===== src/rtl/uart_rx_fifo.sv =====
// -----------------------------------------------------------------------------
// uart_rx_fifo
//   UART receiver with a status-tagged receive FIFO.
//   The serial input passes through a 2-flop synchroniser. Each bit lasts
//   OVERSAMPLE rx_clk cycles. Each bit is decided by a 3-sample majority vote
//   around mid-bit, which also rejects false start bits. The receiver handles
//   5..MAX_LEN data bits, optional parity and 1 or 2 stop bits, and detects
//   break frames. Received frames enter a FIFO that is read through valid/ready.
//
// Ports
//   rx_clk       oversample clock
//   rst          synchronous, active-high reset
//   rx           asynchronous serial input, idle high
//   rx_en        enables start-bit detection (a frame in flight always completes)
//   length       data bits per frame, clamped to 5..MAX_LEN when latched
//   parity_en    parity bit follows the data
//   parity_type  1: even parity, 0: odd parity
//   stop2        two stop bits
//   m_data       head entry data, right-justified, upper bits 0 (0 when empty)
//   m_perr       head entry parity error tag
//   m_ferr       head entry framing error tag
//   m_valid      FIFO holds at least one entry
//   m_ready      consumer accepts the head entry
//   fifo_count   occupied FIFO entries
//   overrun      sticky: a frame was dropped because the FIFO was full
//   overrun_clr  clears overrun (a same-cycle set wins)
//   break_det    one-cycle pulse when a break frame completes
//   rx_busy      receiver FSM is not idle
//   dbg_state    current receiver FSM state
//
// Handshake: the head entry transfers on every rising rx_clk edge where
//   m_valid && m_ready. m_data/m_perr/m_ferr stay stable while m_valid is high
//   and m_ready is low. The consumer may raise m_ready at any time.
// -----------------------------------------------------------------------------
module uart_rx_fifo #(
  parameter int OVERSAMPLE = 16,
  parameter int MAX_LEN    = 8,
  parameter int FIFO_DEPTH = 4
) (
  input  logic                              rx_clk,
  input  logic                              rst,
  input  logic                              rx,
  input  logic                              rx_en,
  input  logic [3:0]                        length,
  input  logic                              parity_en,
  input  logic                              parity_type,
  input  logic                              stop2,
  output logic [MAX_LEN-1:0]                m_data,
  output logic                              m_perr,
  output logic                              m_ferr,
  output logic                              m_valid,
  input  logic                              m_ready,
  output logic [$clog2(FIFO_DEPTH+1)-1:0]   fifo_count,
  output logic                              overrun,
  input  logic                              overrun_clr,
  output logic                              break_det,
  output logic                              rx_busy,
  output logic [2:0]                        dbg_state
);

  localparam int CW = $clog2(OVERSAMPLE);
  localparam int IW = $clog2(MAX_LEN);
  localparam int PW = $clog2(FIFO_DEPTH);
  localparam int NW = $clog2(FIFO_DEPTH + 1);
  localparam int WW = MAX_LEN + 2;

  localparam logic [CW-1:0] CNT_LAST = CW'(OVERSAMPLE - 1);
  localparam logic [CW-1:0] CNT_S0   = CW'(OVERSAMPLE / 2 - 1);
  localparam logic [CW-1:0] CNT_S1   = CW'(OVERSAMPLE / 2);
  localparam logic [CW-1:0] CNT_VOTE = CW'(OVERSAMPLE / 2 + 1);
  localparam logic [CW-1:0] CNT_FIN  = CW'(OVERSAMPLE / 2 + 2);

  typedef enum logic [2:0] {
    S_IDLE   = 3'd0,
    S_START  = 3'd1,
    S_DATA   = 3'd2,
    S_PARITY = 3'd3,
    S_STOP1  = 3'd4,
    S_STOP2  = 3'd5
  } state_t;

  // synchroniser and edge detect
  logic sync1_q, rxs_q, prev_q;

  // receiver state
  state_t              state_q, state_d;
  logic [CW-1:0]       cnt_q, cnt_d;
  logic [IW-1:0]       bit_q, bit_d;
  logic [MAX_LEN-1:0]  data_q, data_d;
  logic                perr_q, perr_d;
  logic                ferr_q, ferr_d;
  logic                pzero_q, pzero_d;    // parity bit sampled 0 (or no parity)
  logic                s1zero_q, s1zero_d;  // first stop bit sampled 0
  logic                samp_a_q, samp_a_d;
  logic                samp_b_q, samp_b_d;

  // frame configuration latched at the start edge
  logic [IW-1:0]       last_q, last_d;
  logic                par_en_q, par_en_d;
  logic                par_even_q, par_even_d;
  logic                stop2_q, stop2_d;
  logic [3:0]          len_clamp;

  logic                vote, at_vote, at_fin, cnt_wrap;
  logic                finish, is_break, push_req, brk_pulse, exp_par;
  logic                break_q;

  // FIFO
  logic [WW-1:0]       mem_q [FIFO_DEPTH];
  logic [PW-1:0]       wr_q, wr_d, rd_q, rd_d;
  logic [NW-1:0]       count_q, count_d;
  logic                overrun_q, overrun_d;
  logic                full, pop, push_ok, ovr_set;
  logic [WW-1:0]       head, push_word;

  assign at_vote  = (cnt_q == CNT_VOTE);
  assign at_fin   = (cnt_q == CNT_FIN);
  assign cnt_wrap = (cnt_q == CNT_LAST);
  // The third sample is the live synchronised value at CNT_VOTE.
  assign vote     = (samp_a_q & samp_b_q) | (samp_a_q & rxs_q) | (samp_b_q & rxs_q);
  assign exp_par  = par_even_q ? ^data_q : ~^data_q;
  assign is_break = (data_q == '0) && pzero_q && s1zero_q;

  always_comb begin
    len_clamp = length;
    if (length < 4'd5)                   len_clamp = 4'd5;
    else if (length > 4'(MAX_LEN))       len_clamp = 4'(MAX_LEN);
  end

  always_ff @(posedge rx_clk) begin
    if (rst) begin
      sync1_q    <= 1'b1;
      rxs_q      <= 1'b1;
      prev_q     <= 1'b1;
      state_q    <= S_IDLE;
      cnt_q      <= '0;
      bit_q      <= '0;
      data_q     <= '0;
      perr_q     <= 1'b0;
      ferr_q     <= 1'b0;
      pzero_q    <= 1'b1;
      s1zero_q   <= 1'b0;
      samp_a_q   <= 1'b1;
      samp_b_q   <= 1'b1;
      last_q     <= '0;
      par_en_q   <= 1'b0;
      par_even_q <= 1'b0;
      stop2_q    <= 1'b0;
      break_q    <= 1'b0;
    end else begin
      sync1_q    <= rx;
      rxs_q      <= sync1_q;
      prev_q     <= rxs_q;
      state_q    <= state_d;
      cnt_q      <= cnt_d;
      bit_q      <= bit_d;
      data_q     <= data_d;
      perr_q     <= perr_d;
      ferr_q     <= ferr_d;
      pzero_q    <= pzero_d;
      s1zero_q   <= s1zero_d;
      samp_a_q   <= samp_a_d;
      samp_b_q   <= samp_b_d;
      last_q     <= last_d;
      par_en_q   <= par_en_d;
      par_even_q <= par_even_d;
      stop2_q    <= stop2_d;
      break_q    <= brk_pulse;
    end
  end

  always_comb begin
    state_d    = state_q;
    cnt_d      = cnt_wrap ? '0 : cnt_q + CW'(1);
    bit_d      = bit_q;
    data_d     = data_q;
    perr_d     = perr_q;
    ferr_d     = ferr_q;
    pzero_d    = pzero_q;
    s1zero_d   = s1zero_q;
    samp_a_d   = samp_a_q;
    samp_b_d   = samp_b_q;
    last_d     = last_q;
    par_en_d   = par_en_q;
    par_even_d = par_even_q;
    stop2_d    = stop2_q;
    finish     = 1'b0;
    push_req   = 1'b0;
    brk_pulse  = 1'b0;

    if (cnt_q == CNT_S0) samp_a_d = rxs_q;
    if (cnt_q == CNT_S1) samp_b_d = rxs_q;

    case (state_q)
      S_IDLE: begin
        cnt_d = '0;
        if (rx_en && prev_q && !rxs_q) begin
          state_d    = S_START;
          bit_d      = '0;
          data_d     = '0;
          perr_d     = 1'b0;
          ferr_d     = 1'b0;
          pzero_d    = 1'b1;
          s1zero_d   = 1'b0;
          last_d     = IW'(len_clamp - 4'd1);
          par_en_d   = parity_en;
          par_even_d = parity_type;
          stop2_d    = stop2;
        end
      end
      S_START: begin
        if (at_vote && vote) begin
          state_d = S_IDLE;   // glitch shorter than half a bit
          cnt_d   = '0;
        end else if (cnt_wrap) begin
          state_d = S_DATA;
        end
      end
      S_DATA: begin
        if (at_vote) data_d[bit_q] = vote;
        if (cnt_wrap) begin
          if (bit_q == last_q) state_d = par_en_q ? S_PARITY : S_STOP1;
          else                 bit_d   = bit_q + IW'(1);
        end
      end
      S_PARITY: begin
        if (at_vote) begin
          perr_d  = (vote != exp_par);
          pzero_d = !vote;
        end
        if (cnt_wrap) state_d = S_STOP1;
      end
      S_STOP1: begin
        if (at_vote) begin
          ferr_d   = !vote;
          s1zero_d = !vote;
        end
        if (stop2_q) begin
          if (cnt_wrap) state_d = S_STOP2;
        end else if (at_fin) begin
          finish = 1'b1;
        end
      end
      S_STOP2: begin
        if (at_vote) ferr_d = ferr_q | !vote;
        if (at_fin)  finish = 1'b1;
      end
      default: begin
        state_d = S_IDLE;
        cnt_d   = '0;
      end
    endcase

    // Returning to IDLE at mid-stop lets the next start edge be caught early.
    if (finish) begin
      state_d = S_IDLE;
      cnt_d   = '0;
      if (is_break) brk_pulse = 1'b1;
      else          push_req  = 1'b1;
    end
  end

  // ---------------------------------------------------------------------------
  // Receive FIFO
  // ---------------------------------------------------------------------------
  assign push_word = {perr_q, ferr_q, data_q};
  assign full      = (count_q == NW'(FIFO_DEPTH));
  assign pop       = m_valid && m_ready;
  // When the FIFO is full, a same-cycle pop frees the slot the push needs.
  assign push_ok   = push_req && (!full || pop);
  assign ovr_set   = push_req && full && !pop;

  always_comb begin
    wr_d      = wr_q;
    rd_d      = rd_q;
    count_d   = count_q;
    overrun_d = overrun_q;
    if (push_ok) wr_d = wr_q + PW'(1);
    if (pop)     rd_d = rd_q + PW'(1);
    case ({push_ok, pop})
      2'b10:   count_d = count_q + NW'(1);
      2'b01:   count_d = count_q - NW'(1);
      default: count_d = count_q;
    endcase
    if (ovr_set)          overrun_d = 1'b1;
    else if (overrun_clr) overrun_d = 1'b0;
  end

  always_ff @(posedge rx_clk) begin
    if (rst) begin
      wr_q      <= '0;
      rd_q      <= '0;
      count_q   <= '0;
      overrun_q <= 1'b0;
    end else begin
      wr_q      <= wr_d;
      rd_q      <= rd_d;
      count_q   <= count_d;
      overrun_q <= overrun_d;
    end
  end

  // Storage is not reset; entries are visible only through count_q.
  always_ff @(posedge rx_clk) begin
    if (!rst && push_ok) mem_q[wr_q] <= push_word;
  end

  assign head       = mem_q[rd_q];
  assign m_valid    = (count_q != '0);
  assign m_data     = m_valid ? head[MAX_LEN-1:0] : '0;
  assign m_ferr     = m_valid ? head[MAX_LEN]     : 1'b0;
  assign m_perr     = m_valid ? head[MAX_LEN+1]   : 1'b0;
  assign fifo_count = count_q;
  assign overrun    = overrun_q;
  assign break_det  = break_q;
  assign rx_busy    = (state_q != S_IDLE);
  assign dbg_state  = state_q;

endmodule


===== config.mk =====
export PLATFORM = sky130hd
export DESIGN_NAME = uart_rx_fifo
export DESIGN_NICKNAME = d
export VERILOG_FILES = /design/src/rtl/uart_rx_fifo.sv
export SDC_FILE = /design/constraint.sdc
export NUM_CORES = 1
export LEC_CHECK = 0
export BUFFER_PORTS_ARGS = -buffer_cell sky130_fd_sc_hd__buf_2
export CORE_ASPECT_RATIO = 1.2
export CORE_MARGIN = 2
export CORE_UTILIZATION = 59
export DETAILED_ROUTE_END_ITERATION = 8
export HOLD_SLACK_MARGIN = 0.02
export PLACE_DENSITY = 0.79
export SETUP_SLACK_MARGIN = 0.2
export SLEW_MARGIN = 20
export SYNTH_ARGS = -nofsm -noshare
export SYNTH_HDL_FRONTEND = slang
export SYNTH_SLANG_ARGS = --single-unit

===== constraint.sdc =====
create_clock -name rx_clk -period 2.5 [get_ports rx_clk]
set_input_delay 0.75 -clock rx_clk [delete_from_list [all_inputs] [get_ports rx_clk]]
set_output_delay 0.75 -clock rx_clk [all_outputs]
set_load 0.1 [all_outputs]

# Yosys cells after proc, flatten, opt, wreduce, memory -nomap -nowiden
# Memories as Yosys holds them, arrays and structs flattened. A register that Yosys moved wholly into a read port is not among the register bits.
# Index checks and enable logic that the tools add are counted.
[op_classes]
order_cmp = 4
eq_ne = 27
n_bitwise = 8
mux = 51
n_reduce_logical = 39
n_addsub = 7
[op_table]
columns = ["operator", "count"]
rows = [
  ["$mux W3", 14],
  ["$mux W8", 3],
  ["$ne A2 B2 Y1 const B", 11],
  ["$mux W1", 18],
  ["$pmux W3 S6", 1],
  ["$eq A4 B4 Y1 const B", 4],
  ["$pmux W8 S2", 1],
  ["$pmux W3 S2", 2],
  ["$logic_and A1 B1 Y1", 11],
  ["$reduce_bool A2 Y1", 5],
  ["$eq A3 B3 Y1 const B", 3],
  ["$reduce_and A3 Y1", 3],
  ["$reduce_bool A3 Y1", 3],
  ["$bwmux W8", 1],
  ["$logic_not A8 Y1", 1],
  ["$mux W4", 2],
  ["$pmux W1 S2", 4],
  ["$pmux W4 S2", 1],
  ["$reduce_and A4 Y1", 2],
  ["$reduce_and A8 Y1", 1],
  ["$reduce_xnor A8 Y1", 1],
  ["$reduce_xor A8 Y1", 1],
  ["$add A3 B1 Y3 const B", 2],
  ["$eq A3 B2 Y1 const B", 2],
  ["other kinds (26)", 39],
]
[word_totals]
ff_bits = 42
ram_bits = 40
inputBits = 13
wordCells = 159
output_inout_bits = 20
n_memories = 1
[memory_table]
columns = ["name", "depth", "word_bits", "rd", "rd_ports_with_merged_regs", "write_ports", "line_no", "source"]
rows = [
  ["mem_q", 4, 10, 1, 1, 1, "109", "logic [WW-1:0] mem_q [FIFO_DEPTH];"],
]

# Depth between registers and ports, before layout
[logic_depth]
ltp_word = 9
mapped_depth = 9
mapped_depth_nobuf = 9

# Least setup slack after synthesis
# No wires, ideal clock.
[synth_timing]
path_kind = "register to output"
start = "reg count_q[0], in the netlist fifo_count[0]"
end = "out m_data[0]"
required_time_ns = 1.750
setup_slack_ns = -1.363
n_path_buf = 1
arrival_time_ns = 3.113
stages_incl_launch_ff = 4
cell_sequence = "dfxtp_1 > or3_1 > clkbuf_1 > and2_1"
[synth_via]
elab_chain_len = 2
[synth_rtl]
columns = ["item", "line_no", "source"]
rows = [
  ["start, declared", "111", "logic [NW-1:0] count_q, count_d;"],
  ["start signal, assigned", "298", "count_q <= count_d;"],
  ["$reduce_bool A3 Y1", "309", "assign m_valid = (count_q != '0);"],
  ["net m_valid", "51", "output logic m_valid,"],
  ["$mux W8", "310", "assign m_data = m_valid ? head[MAX_LEN-1:0] : '0;"],
  ["end, declared", "48", "output logic [MAX_LEN-1:0] m_data,"],
]
# The timed path passes the listed nets, and every way through them passes these cells.

==> results.yml <==
finish:
  area_delta_synth_final_pct: 18.0
  layout_common_cells: "edfxtp_1, dfxtp_1, a21oi_1, nor2_1, nand2_1"
  nFillCells: 443
  antenna_cells: 0
  drive_gt1_share_pct: 28.5
  fin_nets: 409
  layout_commonest_cell: "edfxtp_1"
worst_setup_path:
  crit_end: "m_data[5]"
  r2r_slack_ns: 0.31
  critical_path.max_fanout: 5
  cp_data_arrival_time_ns: 1.69
  rr_startpoint: "fifo_count[0]$_SDFFE_PP0P_"
  critPathLaunchType: "flop"
  end_kind: "output pin"
  reg2reg_to: "fifo_count[2]$_SDFFE_PP0P_"
  r2r.worst_path.cells: 7
  required_ns: 1.75
  critical_path_class: "reg -> out"
global_route:
  grt_max_degree: 43
  grt_use_total_pct: 22.6
  grt_pass1_vias: 2677
  antenna_found_initial: 0
  grt_pass1_wl_um: 12700
  grt.overflow.total: 0
clocking:
  cts_buffer_depth: 2
  cts-htree-levels: 3
  clock_sinks: 84
  cts_root_buf: "clkbuf_8"
  cts_hold_buf: 0
  tritoncts: "built"
  clk_latency_ns: 0.35
  clkTransAtPathRegs_ns: 0.08
  cts-buffers-inserted: 9
sta:
  hold_violations: 0
  period_needed_ns: 2.44
  finClkSkew_ns: 0.0109
  tightest_slew_ns: 0.488
  fmax_mhz: 410
  rsz0062_at_grt: "yes"
  finalCritPeriodShare_pct: 97.6
  finalSetupViolCount: 0
  tns_ns: 0
  slew_headroom_pct: 67.7
  drv_slew: 0
power:
  power.density_nw_per_um2: 578
  power.leakage_nw: 1.65
  finalPower_mw: 2.65
  ir_drop_mv: 0.432
placement:
  port_buffers: 32
  globalplace.congestion: 0.835
  hpwlAfterDp_um: 5040
status:
  status: "completed"
floorplanning:
  die_width_um: 78.0
  die_area_um2: 7250
  initial_core_util_pct: 60.6
  fp-row-count: 32
  pin_count: 33
  core_um2: 6410
  die_h_um: 92.9
synthesis:
  synth_nets: 376
  yosys-top-cells-area: "edfxtp_1, dfxtp_1, mux4_2, ha_1, a21oi_1"
  ys_ff_latch: 84
  synth_area_leader_cell: "edfxtp_1"
  synthMuxAreaShare_pct: 7.64
  synth_top_family_by_area: "simple AND/OR/NAND/NOR gates"
  syn_avg_cell_area_um2: 11.2
  synth-adder-area-share_pct: 5.32
  synth_compound_area_share_pct: 9.06
  yosys.area_share.simple_pct: 16.9
  synth_area_um2: 3880
  ys_warn_count: 0
  syn_inst: 348
  yosysSeqAreaShare_pct: 53.6
  synthXorXnorAreaFrac_pct: 3.16
  netlist.area_leader.share_pct: 30.9
  synth_cell_types: 54
detailed_routing:
  vias: 2649
  ant_nets: 0
  drtIter0Drc: 238
  dr.pass1.iters: 4
  drcViolationCount: 0
  wl_per_cell_um: 15.6
  routed_via_density: 5.62
  totalWireLength_um: 7360
flow_run:
  max_cap_violations: 0
worst_hold_path:
  holdPathStages: 1
  hold_path_class: "reg -> reg"
-- sequential cells by signal, indices dropped and copies added (netlist names), 2 cells and up, named ones only --
name / count
mem_q: 40
data_q: 8
cnt_q: 4
bit_q: 3
dbg_state: 3
fifo_count: 3
last_q: 3
rd_q: 2
wr_q: 2
-- cells by family after synthesis --
| family | after synthesis |
|---|---|
| muxes | 17 |
| xor gates and xnor gates | 14 |
| adders and majority gates | 16 |
| AOI/OAI and AO/OA | 61 |
| DFF | 84 |
| and+or+nand+nor | 119 |
| buffers and inverters | 37 |
-- what timing repair did --
item | 4_1_cts | 5_1_grt
resized for setup | 46 | 19
gates cloned | 1 | 0
endpoints found under the setup margin | 12 | 52
pin swaps | 9 | 2
buffers inserted | 0 | 1
-- worst min path at each step --
stage	start	to	slack (ns)
5_1_grt	sync1_q$_SDFF_PP1_	rxs_q$_SDFF_PP1_	0.44
2_1_floorplan	sync1_q$_SDFF_PP1_	rxs_q$_SDFF_PP1_	0.39
3_3_place_gp	sync1_q$_SDFF_PP1_	rxs_q$_SDFF_PP1_	0.39
3_5_place_dp	sync1_q$_SDFF_PP1_	rxs_q$_SDFF_PP1_	0.41
4_1_cts	sync1_q$_SDFF_PP1_	rxs_q$_SDFF_PP1_	0.43
6_report	sync1_q$_SDFF_PP1_	rxs_q$_SDFF_PP1_	0.43
-- critical path: stages (launching register included) --
cell	delay (ns)
dfxtp_4	0.39
buf_12	0.13
mux4_2	0.50
and2_4	0.16
buf_12	0.16
-- layer usage --
layer  track usage [%]  vias to the layer above  share of wire [%]
met5                 0                        -                  0
met4              7.31                        0               0.96
met3              4.78                        6                3.7
met2              39.9                       65                 53
met1              27.5                     1280                 42
li1                  -                     1298                  -
-- through the flow --
stage	area [um^2]	hold slack [ns]	utilization, %	std cells	worst slack [ns]
global route	4580	0.442	71.5	471	0.00592
global placement	4160	0.394	64.9	453	0.267
finish	4580	0.426	71.5	471	0.0612
CTS	4540	0.427	70.8	470	0.0440
detailed placement	4160	0.405	64.9	453	0.181
floorplan	3940	0.389	-	348	0.218
-- Yosys cell counts (all sizes together) --
cell type  instances
edfxtp            40
nand4              3
or3                4
nand3              9
xnor2             11
a21oi             26
and2              16
mux2i              6
nand2             21
nor3               8
nor2b              6
maj3               1
buf               10
o21ai             21
xor2               3
o22ai              1
clkbuf             7
mux4              10
a32oi              1
inv               20
or4b               1
ha                14
mux2               1
and3               5
dfxtp             44
a21boi             2
and3b              2
nand3b             5
a211o              1
nor2              24
or4                3
nor4b              1
o21bai             2
a2111o             1
o32ai              1
a211oi             1
fa                 1
a31oi              3
o41ai              1
or3b               1
nand2b             5
or2                5
-- report_power, final --
| group | switching, mW | internal, mW | leakage [nW] |
|---|---|---|---|
| Clock | 0.484 | 0.461 | 0.0924 |
| Sequential | 0.0200 | 1.44 | 0.745 |
| Combinational | 0.171 | 0.0730 | 0.812 |
| Total | 0.675 | 1.97 | 1.65 |
-- area by class of cell --
class,count,area [um^2],area share [%]
flip-flops and latches,84,2120,46.2
repair buffers,39,412,8.99
inverters,20,75.1,1.64
clock inverters,6,65.1,1.42
well taps,85,106,2.32
clock buffers,10,128,2.79
multi-input cells,227,1680,36.6
(Power assumes the default switching activity.)
